[src/rtl/multicycle_main_control_pkg.sv]
// Shared definitions for the multi-cycle MIPS main control: opcodes, ALUop
// codes, datapath select codes, state encodings and the control-word layout.
package multicycle_main_control_pkg;

    // Instruction opcodes (instr[31:26])
    localparam logic [5:0] OP_RTYPE = 6'b000000;
    localparam logic [5:0] OP_LW    = 6'b100011;
    localparam logic [5:0] OP_SW    = 6'b101011;
    localparam logic [5:0] OP_BEQ   = 6'b000100;
    localparam logic [5:0] OP_ADDI  = 6'b001000;
    localparam logic [5:0] OP_J     = 6'b000010;

    // ALUop codes handed to the ALU control decoder
    localparam logic [1:0] ALUOP_ADD   = 2'b00;
    localparam logic [1:0] ALUOP_SUB   = 2'b01;
    localparam logic [1:0] ALUOP_FUNCT = 2'b10;

    // ALU operand B select
    localparam logic [1:0] SRCB_REG    = 2'b00;
    localparam logic [1:0] SRCB_FOUR   = 2'b01;
    localparam logic [1:0] SRCB_IMM    = 2'b10;
    localparam logic [1:0] SRCB_IMM_SH = 2'b11;

    // PC source select
    localparam logic [1:0] PCSRC_ALU    = 2'b00;
    localparam logic [1:0] PCSRC_ALUOUT = 2'b01;
    localparam logic [1:0] PCSRC_JUMP   = 2'b10;

    // Native width of the state encoding
    localparam int STATE_BITS = 4;

    typedef enum logic [3:0] {
        S_FETCH   = 4'd0,
        S_DECODE  = 4'd1,
        S_MEMADR  = 4'd2,
        S_MEMRD   = 4'd3,
        S_MEMWB   = 4'd4,
        S_MEMWR   = 4'd5,
        S_EXEC    = 4'd6,
        S_RWB     = 4'd7,
        S_BRANCH  = 4'd8,
        S_ADDI_EX = 4'd9,
        S_ADDI_WB = 4'd10,
        S_JUMP    = 4'd11
    } state_e;

    // One datapath control word
    typedef struct packed {
        logic       pc_write;
        logic       pc_write_cond;
        logic       i_or_d;
        logic       mem_read;
        logic       mem_write;
        logic       ir_write;
        logic       mem_to_reg;
        logic [1:0] pc_source;
        logic [1:0] alu_op;
        logic       alu_src_a;
        logic [1:0] alu_src_b;
        logic       reg_write;
        logic       reg_dst;
        logic       instr_done;
        logic       illegal_op;
    } ctrl_t;

    // True for the opcodes this controller knows how to sequence
    function automatic logic op_supported(input logic [5:0] op);
        logic ok;
        case (op)
            OP_RTYPE, OP_LW, OP_SW, OP_BEQ, OP_ADDI, OP_J: ok = 1'b1;
            default:                                      ok = 1'b0;
        endcase
        return ok;
    endfunction

endpackage

[src/rtl/multicycle_ctrl_outdec.sv]
// Combinational state-to-control-word decoder. Everything is a pure function
// of the current state except the FETCH load strobes and the MEMWR done pulse,
// which follow the effective memory-ready, and illegal_op in DECODE.
module multicycle_ctrl_outdec
    import multicycle_main_control_pkg::*;
(
    input  state_e     state_i,
    input  logic       rdy_i,
    input  logic [5:0] opcode_i,
    input  logic       reset_i,
    output ctrl_t      ctrl_o
);

    // Decode the control word; reset and unused encodings force all zeros
    always_comb begin
        ctrl_o = '0;
        if (reset_i) begin
            ctrl_o = '0;
        end else begin
            case (state_i)
                S_FETCH: begin
                    ctrl_o.mem_read  = 1'b1;
                    ctrl_o.alu_src_b = SRCB_FOUR;
                    ctrl_o.alu_op    = ALUOP_ADD;
                    ctrl_o.pc_source = PCSRC_ALU;
                    ctrl_o.ir_write  = rdy_i;
                    ctrl_o.pc_write  = rdy_i;
                end
                S_DECODE: begin
                    ctrl_o.alu_src_b  = SRCB_IMM_SH;
                    ctrl_o.alu_op     = ALUOP_ADD;
                    ctrl_o.illegal_op = ~op_supported(opcode_i);
                end
                S_MEMADR: begin
                    ctrl_o.alu_src_a = 1'b1;
                    ctrl_o.alu_src_b = SRCB_IMM;
                    ctrl_o.alu_op    = ALUOP_ADD;
                end
                S_MEMRD: begin
                    ctrl_o.mem_read = 1'b1;
                    ctrl_o.i_or_d   = 1'b1;
                end
                S_MEMWB: begin
                    ctrl_o.reg_write  = 1'b1;
                    ctrl_o.mem_to_reg = 1'b1;
                    ctrl_o.reg_dst    = 1'b0;
                    ctrl_o.instr_done = 1'b1;
                end
                S_MEMWR: begin
                    ctrl_o.mem_write  = 1'b1;
                    ctrl_o.i_or_d     = 1'b1;
                    ctrl_o.instr_done = rdy_i;
                end
                S_EXEC: begin
                    ctrl_o.alu_src_a = 1'b1;
                    ctrl_o.alu_src_b = SRCB_REG;
                    ctrl_o.alu_op    = ALUOP_FUNCT;
                end
                S_RWB: begin
                    ctrl_o.reg_write  = 1'b1;
                    ctrl_o.reg_dst    = 1'b1;
                    ctrl_o.mem_to_reg = 1'b0;
                    ctrl_o.instr_done = 1'b1;
                end
                S_BRANCH: begin
                    ctrl_o.alu_src_a     = 1'b1;
                    ctrl_o.alu_src_b     = SRCB_REG;
                    ctrl_o.alu_op        = ALUOP_SUB;
                    ctrl_o.pc_write_cond = 1'b1;
                    ctrl_o.pc_source     = PCSRC_ALUOUT;
                    ctrl_o.instr_done    = 1'b1;
                end
                S_ADDI_EX: begin
                    ctrl_o.alu_src_a = 1'b1;
                    ctrl_o.alu_src_b = SRCB_IMM;
                    ctrl_o.alu_op    = ALUOP_ADD;
                end
                S_ADDI_WB: begin
                    ctrl_o.reg_write  = 1'b1;
                    ctrl_o.reg_dst    = 1'b0;
                    ctrl_o.mem_to_reg = 1'b0;
                    ctrl_o.instr_done = 1'b1;
                end
                S_JUMP: begin
                    ctrl_o.pc_write   = 1'b1;
                    ctrl_o.pc_source  = PCSRC_JUMP;
                    ctrl_o.instr_done = 1'b1;
                end
                default: begin
                    ctrl_o = '0;
                end
            endcase
        end
    end

endmodule

[src/rtl/multicycle_main_control.sv]
// Main control FSM for the multi-cycle MIPS datapath. Holds the state register
// and next-state logic; the control word comes from multicycle_ctrl_outdec.
// Outputs are zero in any cycle where reset is sampled high, so an aborted
// instruction cannot complete a memory or register write.
module multicycle_main_control
    import multicycle_main_control_pkg::*;
#(
    parameter bit USE_MEM_READY = 1'b1,
    parameter int STATE_W       = 4
) (
    input  logic               clk,
    input  logic               reset,
    input  logic [5:0]         opcode,
    input  logic               mem_ready,
    output logic               pc_write,
    output logic               pc_write_cond,
    output logic               i_or_d,
    output logic               mem_read,
    output logic               mem_write,
    output logic               ir_write,
    output logic               mem_to_reg,
    output logic [1:0]         pc_source,
    output logic [1:0]         alu_op,
    output logic               alu_src_a,
    output logic [1:0]         alu_src_b,
    output logic               reg_write,
    output logic               reg_dst,
    output logic               instr_done,
    output logic               illegal_op,
    output logic [STATE_W-1:0] state
);

    state_e state_q;
    state_e state_d;
    logic   rdy_s;
    ctrl_t  ctrl_s;

    // With single-cycle memory every access completes immediately
    assign rdy_s = USE_MEM_READY ? mem_ready : 1'b1;

    // Next-state selection; opcode only matters in DECODE and MEMADR
    always_comb begin
        state_d = S_FETCH;
        if (reset) begin
            state_d = S_FETCH;
        end else begin
            case (state_q)
                S_FETCH:   state_d = rdy_s ? S_DECODE : S_FETCH;
                S_DECODE: begin
                    case (opcode)
                        OP_LW, OP_SW: state_d = S_MEMADR;
                        OP_RTYPE:     state_d = S_EXEC;
                        OP_BEQ:       state_d = S_BRANCH;
                        OP_ADDI:      state_d = S_ADDI_EX;
                        OP_J:         state_d = S_JUMP;
                        default:      state_d = S_FETCH;
                    endcase
                end
                S_MEMADR: begin
                    case (opcode)
                        OP_LW:   state_d = S_MEMRD;
                        OP_SW:   state_d = S_MEMWR;
                        default: state_d = S_FETCH;
                    endcase
                end
                S_MEMRD:   state_d = rdy_s ? S_MEMWB : S_MEMRD;
                S_MEMWB:   state_d = S_FETCH;
                S_MEMWR:   state_d = rdy_s ? S_FETCH : S_MEMWR;
                S_EXEC:    state_d = S_RWB;
                S_RWB:     state_d = S_FETCH;
                S_BRANCH:  state_d = S_FETCH;
                S_ADDI_EX: state_d = S_ADDI_WB;
                S_ADDI_WB: state_d = S_FETCH;
                S_JUMP:    state_d = S_FETCH;
                default:   state_d = S_FETCH;
            endcase
        end
    end

    // State register with synchronous reset to FETCH
    always_ff @(posedge clk) begin
        if (reset) begin
            state_q <= S_FETCH;
        end else begin
            state_q <= state_d;
        end
    end

    multicycle_ctrl_outdec u_outdec (
        .state_i  (state_q),
        .rdy_i    (rdy_s),
        .opcode_i (opcode),
        .reset_i  (reset),
        .ctrl_o   (ctrl_s)
    );

    assign pc_write      = ctrl_s.pc_write;
    assign pc_write_cond = ctrl_s.pc_write_cond;
    assign i_or_d        = ctrl_s.i_or_d;
    assign mem_read      = ctrl_s.mem_read;
    assign mem_write     = ctrl_s.mem_write;
    assign ir_write      = ctrl_s.ir_write;
    assign mem_to_reg    = ctrl_s.mem_to_reg;
    assign pc_source     = ctrl_s.pc_source;
    assign alu_op        = ctrl_s.alu_op;
    assign alu_src_a     = ctrl_s.alu_src_a;
    assign alu_src_b     = ctrl_s.alu_src_b;
    assign reg_write     = ctrl_s.reg_write;
    assign reg_dst       = ctrl_s.reg_dst;
    assign instr_done    = ctrl_s.instr_done;
    assign illegal_op    = ctrl_s.illegal_op;
    assign state         = reset ? {STATE_W{1'b0}} : STATE_W'(state_q);

endmodule

[config.mk]
export PLATFORM = sky130hd
export DESIGN_NAME = multicycle_main_control
export DESIGN_NICKNAME = d
export VERILOG_FILES = /design/src/rtl/multicycle_main_control_pkg.sv /design/src/rtl/multicycle_ctrl_outdec.sv /design/src/rtl/multicycle_main_control.sv
export SDC_FILE = /design/constraint.sdc
export NUM_CORES = 1
export LEC_CHECK = 0
export ABC_AREA = 1
export BUFFER_PORTS_ARGS = -buffer_cell sky130_fd_sc_hd__buf_4
export CAP_MARGIN = 20
export CORE_AREA = 3 3 40 42
export DETAILED_ROUTE_END_ITERATION = 16
export DIE_AREA = 0 0 43 45
export PLACE_DENSITY = 0.77
export SLEW_MARGIN = 20
export SYNTH_ARGS = -nofsm -noshare
export SYNTH_HDL_FRONTEND = slang
export SYNTH_SLANG_ARGS = --single-unit
[constraint.sdc]
create_clock -name clk -period 2 [get_ports clk]
set_input_delay 0.2 -clock clk [delete_from_list [all_inputs] [get_ports clk]]
set_output_delay 0.2 -clock clk [all_outputs]
set_load 0.01 [all_outputs]
* Word-level counts from Yosys, hierarchy flattened
Index checks and enable logic that the tools add are counted.
Widths: inputs -> output; s select.
** Word-level totals
- Register bits :: 4
- Bits in latches :: 0
- RAM bits :: 0
- ROM bits :: 0
- Input bits :: 9
- Output and inout port bits :: 22
- Logic and storage cells :: 53
- Memories :: 0
** Cells by class
- Add/subtract/negate cells :: 0
- Multiply operators :: 0
- Div/mod/pow operators :: 0
- Magnitude comparators :: 0
- Equality and inequality tests :: 16
- Shift-type cells :: 0
- Mux-type cells :: 25
- Bitwise logic cells :: 1
- Reductions and logical operators :: 10
** Operators with widths (count)
- $pmux 4 s7 :: 1
- $pmux 4 s5 :: 1
- $mux 18 :: 1
- $eq 4x3->1 const B :: 4
- $eq 4x4->1 const B :: 4
- $eq 6x6->1 const B :: 2
- $mux 1 :: 12
- $pmux 2 s2 :: 3
- $reduce_or 2->1 :: 5
- $eq 4x2->1 const B :: 2
- $eq 6x2->1 const B :: 1
- $eq 6x3->1 const B :: 1
- $eq 6x4->1 const B :: 1
- $logic_not 6->1 :: 1
- $mux 3 :: 2
- $pmux 2 s3 :: 1
- $pmux 3 s2 :: 1
- $reduce_or 6->1 :: 1
- $reduce_or 5->1 :: 1
- $eq 4x1->1 const B :: 1
- $logic_not 4->1 :: 1
- $mux 4 :: 1
- $pmux 1 s2 :: 2
- $reduce_or 4->1 :: 1
- $not 1->1 :: 1

* Longest topological paths before layout
Gate-level depths: netlist (run 1).
- Depth after elaboration :: 8
- Gate-level depth with buffers :: 9
- Gate-level depth less buffers :: 9

* Modules after synthesis
A second synthesis (run 1) with hierarchy kept.
** Second synthesis, totals
- Cells, all modules :: 136
- Area, all modules :: 690.7 um^2
** By module, submodules not included
- multicycle_main_control :: times used 1, cells each 78, area each 410.4 um^2, sequential area each 80.1 um^2
- multicycle_ctrl_outdec :: times used 1, cells each 58, area each 280.3 um^2, sequential area each 0.0 um^2

* Worst setup path before layout (run 1)
No wires, ideal clock.
- Kind :: register to output
- Start :: register state_q[3]
- End :: output alu_op[0]
- Arrival time :: 1.058 ns
- Data required time :: 1.800 ns
- Path slack :: 0.742 ns
- Stages on the path, launching flop included :: 6
- Path buffers :: 1
- Cell sequence :: dfxtp_1 -> nand2_2 -> inv_1 -> nand2_1 -> nor2_1 -> buf_4
** On the way
- Word-level cells in the longest chain between the ends :: 3
** Ends and longest elaborated chain
- from (decl) :: RTL line multicycle_main_control.sv:33 : state_e state_q;
- from (signal assigned) :: RTL line multicycle_main_control.sv:85 : state_q <= state_d;
- $eq 4x4->1 or $eq 4x3->1 (tied branches) :: RTL line multicycle_ctrl_outdec.sv:20 : case (state_i)
- $pmux 2 s2 * :: RTL line multicycle_ctrl_outdec.sv:20
- $mux 18 * :: RTL line multicycle_ctrl_outdec.sv:17 : if (reset_i) begin
- to (decl) :: RTL line multicycle_main_control.sv:23 : output logic [1:0] alu_op,
Mark *: on every way between the ends. The rest lies on a longest branch, timed or not.

* Final worst setup path (run 1)
- Start :: register state_q[0]
- End :: output illegal_op
** On the way
- Word-level cells in the longest chain between the ends :: 3
** Ends and longest elaborated chain
- $eq 4x1->1 :: RTL line multicycle_ctrl_outdec.sv:20
- $mux 1 :: RTL line multicycle_ctrl_outdec.sv:20
- $mux 18 :: RTL line multicycle_ctrl_outdec.sv:17
- to (decl) :: RTL line multicycle_main_control.sv:29 : output logic illegal_op,
Every way passes these cells.

==> key figures, run 1 <==
Clocking
  • Post-CTS Repair Setup Buffers: 0
  • Post-CTS sizing: 0
  • TritonCTS clock tree: yes
  • Clock sinks: 4
  • Clock insertion delay at the later pin of the skew report: 0.23 ns
  • Root buffer cell: clkbuf_4
  • Hold buffer count at cts: 0
  • CTS clk-pin slew, worst paths: approximately 0.03 ns
  • Clk buf depth: 2
  • Total CTS buffers: 3
  • Htree depth: 1

Placed design
  • DP Wirelength: 1320 um
  • Area after DPL: 790 um^2
  • GP Congestion: 0.892
  • Pre-CTS WS: 0.669 ns
  • PortBufs: 30

Synthesis
  • Syn Nets: 123
  • Post-Syn Area per Cell: 4.98 um^2
  • #FFs+latches synth: 4
  • YS warnings: 0
  • Synth Instances: 114
  • Netlist cell types: 19
  • Post-synth EDFFs: 0
  • Asr flop ratio synth: 0
  • Top_reg_cell synth: dfxtp_1
  • Synth Cell Area: 568 um^2
  • Seq/Total Area, Yosys: 0.141

Die
  • Core box area: 0.00128 mm^2
  • Initial Util: 0.442
  • # rows: 13
  • Die height: between 40 and 50 um
  • Width of the die: between 40 and 50 um
  • Die ar.: 0.00194 mm^2
  • IO Count: 31

Layout
  • Area grow syn2layout: 43.0%
  • Fraction of layout cells with a size suffix above 1: 0.322
  • Largest Register: state_q
  • Largest registers: state_q (4)
  • Finished Cell Area: around 800 um^2
  • NumNets Final: between 150 and 200
  • Max reg flops: 4
  • Antenna diodes: 0

Setup path
  • Element type at the critical path start: register
  • CP required: ~1.8 ns
  • Critical Path AT: 1.38 ns
  • Reg2reg path depth: 9
  • Crit end category: primary output
  • CP Class: reg -> out
  • Max FO, Critical Path: 4

Drt
  • Final wirelength: 1510 um
  • DRC: 0
  • Routed Antenna Nets: 0
  • Routed len/inst: 9.58 um
  • 1st-iter DRT viols: 5
  • Vias: about 770
  • Pre-Repair DR Iteration Count: 4
  • Vias/cell: ~4.9

Power
  • Leakage: 0.481 nW
  • Pwr/cell area: between 300 and 400 mW/mm^2
  • VDD IR max: between 0.0002 and 0.0003 V

Timing
  • Clock skew: 0.00149 ns
  • Achievable Freq: 0.635 GHz
  • Final setup viols: 0
  • RSZ-0062 raised after global routing: false
  • Final worst-path cycle share: 0.788
  • Max-slew violations: 0
  • Worst relative slew slack: 0.831
  • Tmin final: 1.58 ns
  • Setup tns final: 0 ns
  • Final Worst Setup Slack: 0.425 ns
  • Final hold vios: 0
  • Worst Tran Pin Value: 0.252 ns

Worst hold path
  • Hold Path Class: in -> reg
  • Hold depth: 2

GRT
  • Initial antenna violation count: 0
  • Total grt overflow: 0
  • Vias in the first global route: 670
  • First-pass GRT wire length: 2610 um
  • GRT Resource Usage Total: 0.170
  • Largest net degree at the start of global routing: 22

Flow run
  • Maximum Capacitance Violations: 0

Run status
  • Status: complete, no violations
-- synth_stat cells, types with 2 or more instances --
library cell   n  area, um^2
inv_1         13        48.8
clkbuf_1       2        7.51
nand2_2        3        18.8
inv_2          6        22.5
nand3_1       12        60.1
nand2_1       25        93.8
a21oi_1        7        35.0
buf_4          2        15.0
nor2_2         2        12.5
o211ai_1       2        15.0
dfxtp_1        4        80.1
nor2_1        29         109
-- cells in the final DEF, fill, tap and decap left out, drive strengths merged --
cell type / n
a21oi: 7
a31oi: 1
buf: 30
clkbuf: 3
dfxtp: 4
inv: 19
nand2: 28
nand3: 12
nand4: 1
nor2: 32
nor3: 1
o211ai: 2
o21ai: 2
o22ai: 1
-- area by class of cell --
class	instances	area [um^2]
multi-input cells	87	394
fillers	137	473
inverters	19	71.3
well taps	15	18.8
repair buffers	30	225
flip-flops and latches	4	80.1
clock buffers	3	22.5
-- per-stage QoR --
step / utilization / hold WS, ns / cells / power, mW
CTS: 0.632 / 0.288 / 158 / 0.257
detailed placement: 0.614 / 0.525 / 155 / 0.159
global placement: 0.614 / 0.527 / 155 / 0.159
finish: 0.632 / 0.284 / 158 / 0.255
floorplan: - / 0.377 / 114 / 0.125
global route: 0.632 / 0.304 / 158 / 0.275
-- final timing paths --
check	startpoint	to	slack [ns]
hold / removal	reset	state_q[3]$_SDFF_PP0_	0.28
hold reg to reg	state_q[0]$_SDFF_PP0_	state_q[3]$_SDFF_PP0_	0.69
setup reg to reg	state_q[0]$_SDFF_PP0_	state_q[0]$_SDFF_PP0_	0.83
setup / recovery	state_q[0]$_SDFF_PP0_	illegal_op	0.42
-- critical path: stages, from the launching register on --
cell and delay [ns]:
dfxtp_1 0.38, inv_2 0.06, nor2_1 0.14, nand2_2 0.11, inv_2 0.08, nand2_1 0.06, nor3_2 0.16, buf_4 0.13
-- kinds of logic (layout without fill, tap and decap cells) --
kind of cell / after synthesis / count (layout) / share of synthesized area
buffers and inverters: 23 / 52 / 0.165
AO/OA/AOI/OAI: 13 / 13 / 0.128
flip-flops: 4 / 4 / 0.141
AND/OR/NAND/NOR: 74 / 74 / 0.566
-- metal layers --
metal | vias to the layer above | part of all wire | track usage
met5 | - | 0 | 0
met4 | 0 | 0.0026 | 0.0361
met3 | 2 | 0.097 | 0.0319
met2 | 26 | 0.48 | 0.320
met1 | 326 | 0.42 | 0.200
li1 | 414 | - | -
-- power breakdown --
| group | switching, mW | leakage (nW) | total, mW | internal, mW |
|---|---|---|---|---|
| Combinational | 0.0422 | 0.435 | 0.0740 | 0.0318 |
| Sequential | 0.00206 | 0.0325 | 0.0840 | 0.0819 |
| Clock | 0.0302 | 0.0138 | 0.0971 | 0.0669 |
Note: power is estimated with default switching activity, not from simulation.
==> inputs of run 2 (changes only) <==
--- a/config.mk
+++ b/config.mk
@@ -8,10 +8,10 @@
 export ABC_AREA = 1
 export BUFFER_PORTS_ARGS = -buffer_cell sky130_fd_sc_hd__buf_4
 export CAP_MARGIN = 20
-export CORE_AREA = 3 3 40 42
+export CORE_MARGIN = 3
+export CORE_UTILIZATION = 43
 export DETAILED_ROUTE_END_ITERATION = 16
-export DIE_AREA = 0 0 43 45
-export PLACE_DENSITY = 0.77
+export PLACE_DENSITY = 0.78
 export SLEW_MARGIN = 20
 export SYNTH_ARGS = -nofsm -noshare
 export SYNTH_HDL_FRONTEND = slang
==> constraint.sdc (replaced) <==
create_clock -name clk -period 1.5 [get_ports clk]
set_input_delay 0.15 -clock clk [delete_from_list [all_inputs] [get_ports clk]]
set_output_delay 0.15 -clock clk [all_outputs]
set_load 0.01 [all_outputs]
==> key figures, run 2 (synthesis gave the netlist of run 1 again) <==
Setup path
  • Crit end category: primary output
  • Max FO, Critical Path: 3 (-1)
  • Element type at the critical path start: register
  • Critical Path AT: 1.39 ns (about the same)
  • CP required: 1.35 ns (-0.45 ns)
  • CP Class: reg -> out

Timing
  • Worst relative slew slack: 0.841 (+0.00915)
  • Achievable Freq: 0.651 GHz
  • Final hold vios: 0 (unchanged)
  • Final worst-path cycle share: 1.02
  • Clock skew: 0.00924 ns (+0.00775 ns)
  • Max-slew violations: 0 (unchanged)
  • Worst Tran Pin Value: 0.238 ns (-0.0137 ns)
  • Tmin final: around 1.5 ns
  • Final Worst Setup Slack: -0.0368 ns (-0.462 ns)
  • RSZ-0062 raised after global routing: true
  • Final setup viols: 1 (+1)

Die
  • # rows: 12 (-1)
  • Initial Util: 0.485 (+0.0430)
  • Die ar.: 0.00179 mm^2 (-7.3%)
  • Core box area: 0.00117 mm^2 (-8.9%)
  • IO Count: 31 (unchanged)
  • Die height: 42.3 um (-5.9%)
  • Width of the die: 42.3 um (-1.5%)

Drt
  • 1st-iter DRT viols: 25 (+20)
  • Pre-Repair DR Iteration Count: 4 (unchanged)
  • Routed Antenna Nets: 0 (unchanged)
  • DRC: 0 (unchanged)
  • Vias/cell: 5.12 (+5.3%)
  • Vias: 814 (+6.0%)
  • Routed len/inst: 11.6 um (+21%)
  • Final wirelength: 1840 um (+22%)

GRT
  • Most Crowded Layer GR: met2
  • Initial antenna violation count: 0 (unchanged)
  • GR met2 Demand/Resource: 0.307 (-0.0134)
  • First-pass GRT wire length: 2600 um (-0.27%)
  • Total grt overflow: 0 (unchanged)
  • GRT Resource Usage Total: 0.180 (+0.0100)
  • Met1 Usage GRT: 0.219 (+0.0193)
  • Vias in the first global route: 667 (-0.45%)
  • Largest net degree at the start of global routing: 22 (unchanged)
  • Grt met3 use: 0.0258 (-0.00612)

Layout
  • Largest registers: state_q (4)
  • Max reg flops: 4 (unchanged)
  • Fraction of layout cells with a size suffix above 1: 0.407 (+0.0852)
  • Post-route insts no fill: 159 (+0.63%)
  • Most frequent cells in the layout: buf_4 (32), nor2_1 (25), nand2_1 (23)
  • Area grow syn2layout: 55.3%
  • NumNets Final: 156 (+1.3%)
  • Commonest non-fill, non-tap cell in the layout: buf_4
  • Antenna diodes: 0 (unchanged)
  • Largest Register: state_q

Run status
  • Status: finished with violations
  • Violated checks: negative setup slack

Clocking
  • Root buffer cell: clkbuf_4
  • Total CTS buffers: 3 (unchanged)
  • Clock sinks: 4 (unchanged)
  • TritonCTS clock tree: yes
  • Clock insertion delay at the later pin of the skew report: 0.24 ns (about the same)
  • CTS clk-pin slew, worst paths: 0.04 ns (about the same)
  • Hold buffer count at cts: 0 (unchanged)
  • Clk buf depth: 2 (unchanged)
  • Htree depth: 1 (unchanged)

Power
  • VDD IR max: 0.000432 V (+45%)
  • Leakage: 0.503 nW (+4.6%)
  • Pwr/cell area: 406 mW/mm^2 (+29%)

Placed design
  • Post-Place Cells: 154 (-0.65%)
  • Pre-CTS WS: 0.222 ns (-0.448 ns)
  • GP Congestion: 0.803 (-10%)
  • DP Wirelength: 1350 um (+2.4%)
  • PortBufs: 30 (unchanged)

Worst hold path
  • Hold Path Class: in -> reg

Flow run
  • Maximum Capacitance Violations: 0 (unchanged)
-- run 2: changes by cell type in the layout (fill, tap and decap cells not counted), moves of 2 or more --
cell and change:
nor2_1 -4, dfxtp_1 -4, dfxtp_4 +4, nor2_4 +3, nand2_1 -2, buf_4 +2
-- run 2: per-stage QoR --
| step | utilization | power (mW) | area [um^2] | hold slack [ns] | setup TNS, ns |
|---|---|---|---|---|---|
| 6_report | 0.753 | 0.358 | 882 | 0.238 | -0.0368 |
| 5_1_grt | 0.753 | 0.383 | 882 | 0.260 | -0.205 |
| 4_1_cts | 0.696 | 0.349 | 815 | 0.229 | 0 |
| 3_5_place_dp | 0.673 | 0.212 | 788 | 0.478 | 0 |
| 3_3_place_gp | 0.673 | 0.211 | 788 | 0.481 | 0 |
| 2_1_floorplan | - | 0.166 | 568 | 0.327 | 0 |
-- run 2: path summary, 6_finish.rpt --
path | startpoint | to | slack (ns) | cells after the start
setup / recovery | state_q[2]$_SDFF_PP0_ | alu_src_b[1] | -0.04 | 6
hold / removal | reset | state_q[2]$_SDFF_PP0_ | 0.24 | 2
setup reg to reg | state_q[0]$_SDFF_PP0_ | state_q[0]$_SDFF_PP0_ | 0.34 | 9
hold reg to reg | state_q[0]$_SDFF_PP0_ | state_q[3]$_SDFF_PP0_ | 0.68 | 4
-- run 2: layout make-up --
| type | count | area [um^2] |
|---|---|---|
| clock buffer | 3 | 22.5 |
| fill | 102 | 289 |
| inverter | 19 | 73.8 |
| multi-input combinational | 87 | 433 |
| sequential | 4 | 95.1 |
| tap | 14 | 17.5 |
| timing repair buffer | 32 | 240 |
-- run 2: report_power, final --
group | internal (mW) | switching, mW
combinational | 0.0498 | 0.0637
clock | 0.0897 | 0.0467
sequential | 0.104 | 0.00470
total | 0.243 | 0.115
-- run 2: layer usage --
layer	up-vias	wire, um
li1	419	-
met1	362	748
met2	31	950
met3	2	137
met4	0	5
met5	-	0
-- run 2: what timing repair did --
action	CTS	global route
buffers inserted	0	2
pin swaps	1	5
resized for setup	2	18
setup endpoints to repair	2	12
-- run 2: worst max-delay path, cell delays in order, from the launching register on --
cell and delay [ns]:
dfxtp_4 0.35, inv_2 0.09, nand2_2 0.08, nor2_2 0.19, inv_1 0.08, a31oi_1 0.21
buf_4 0.15
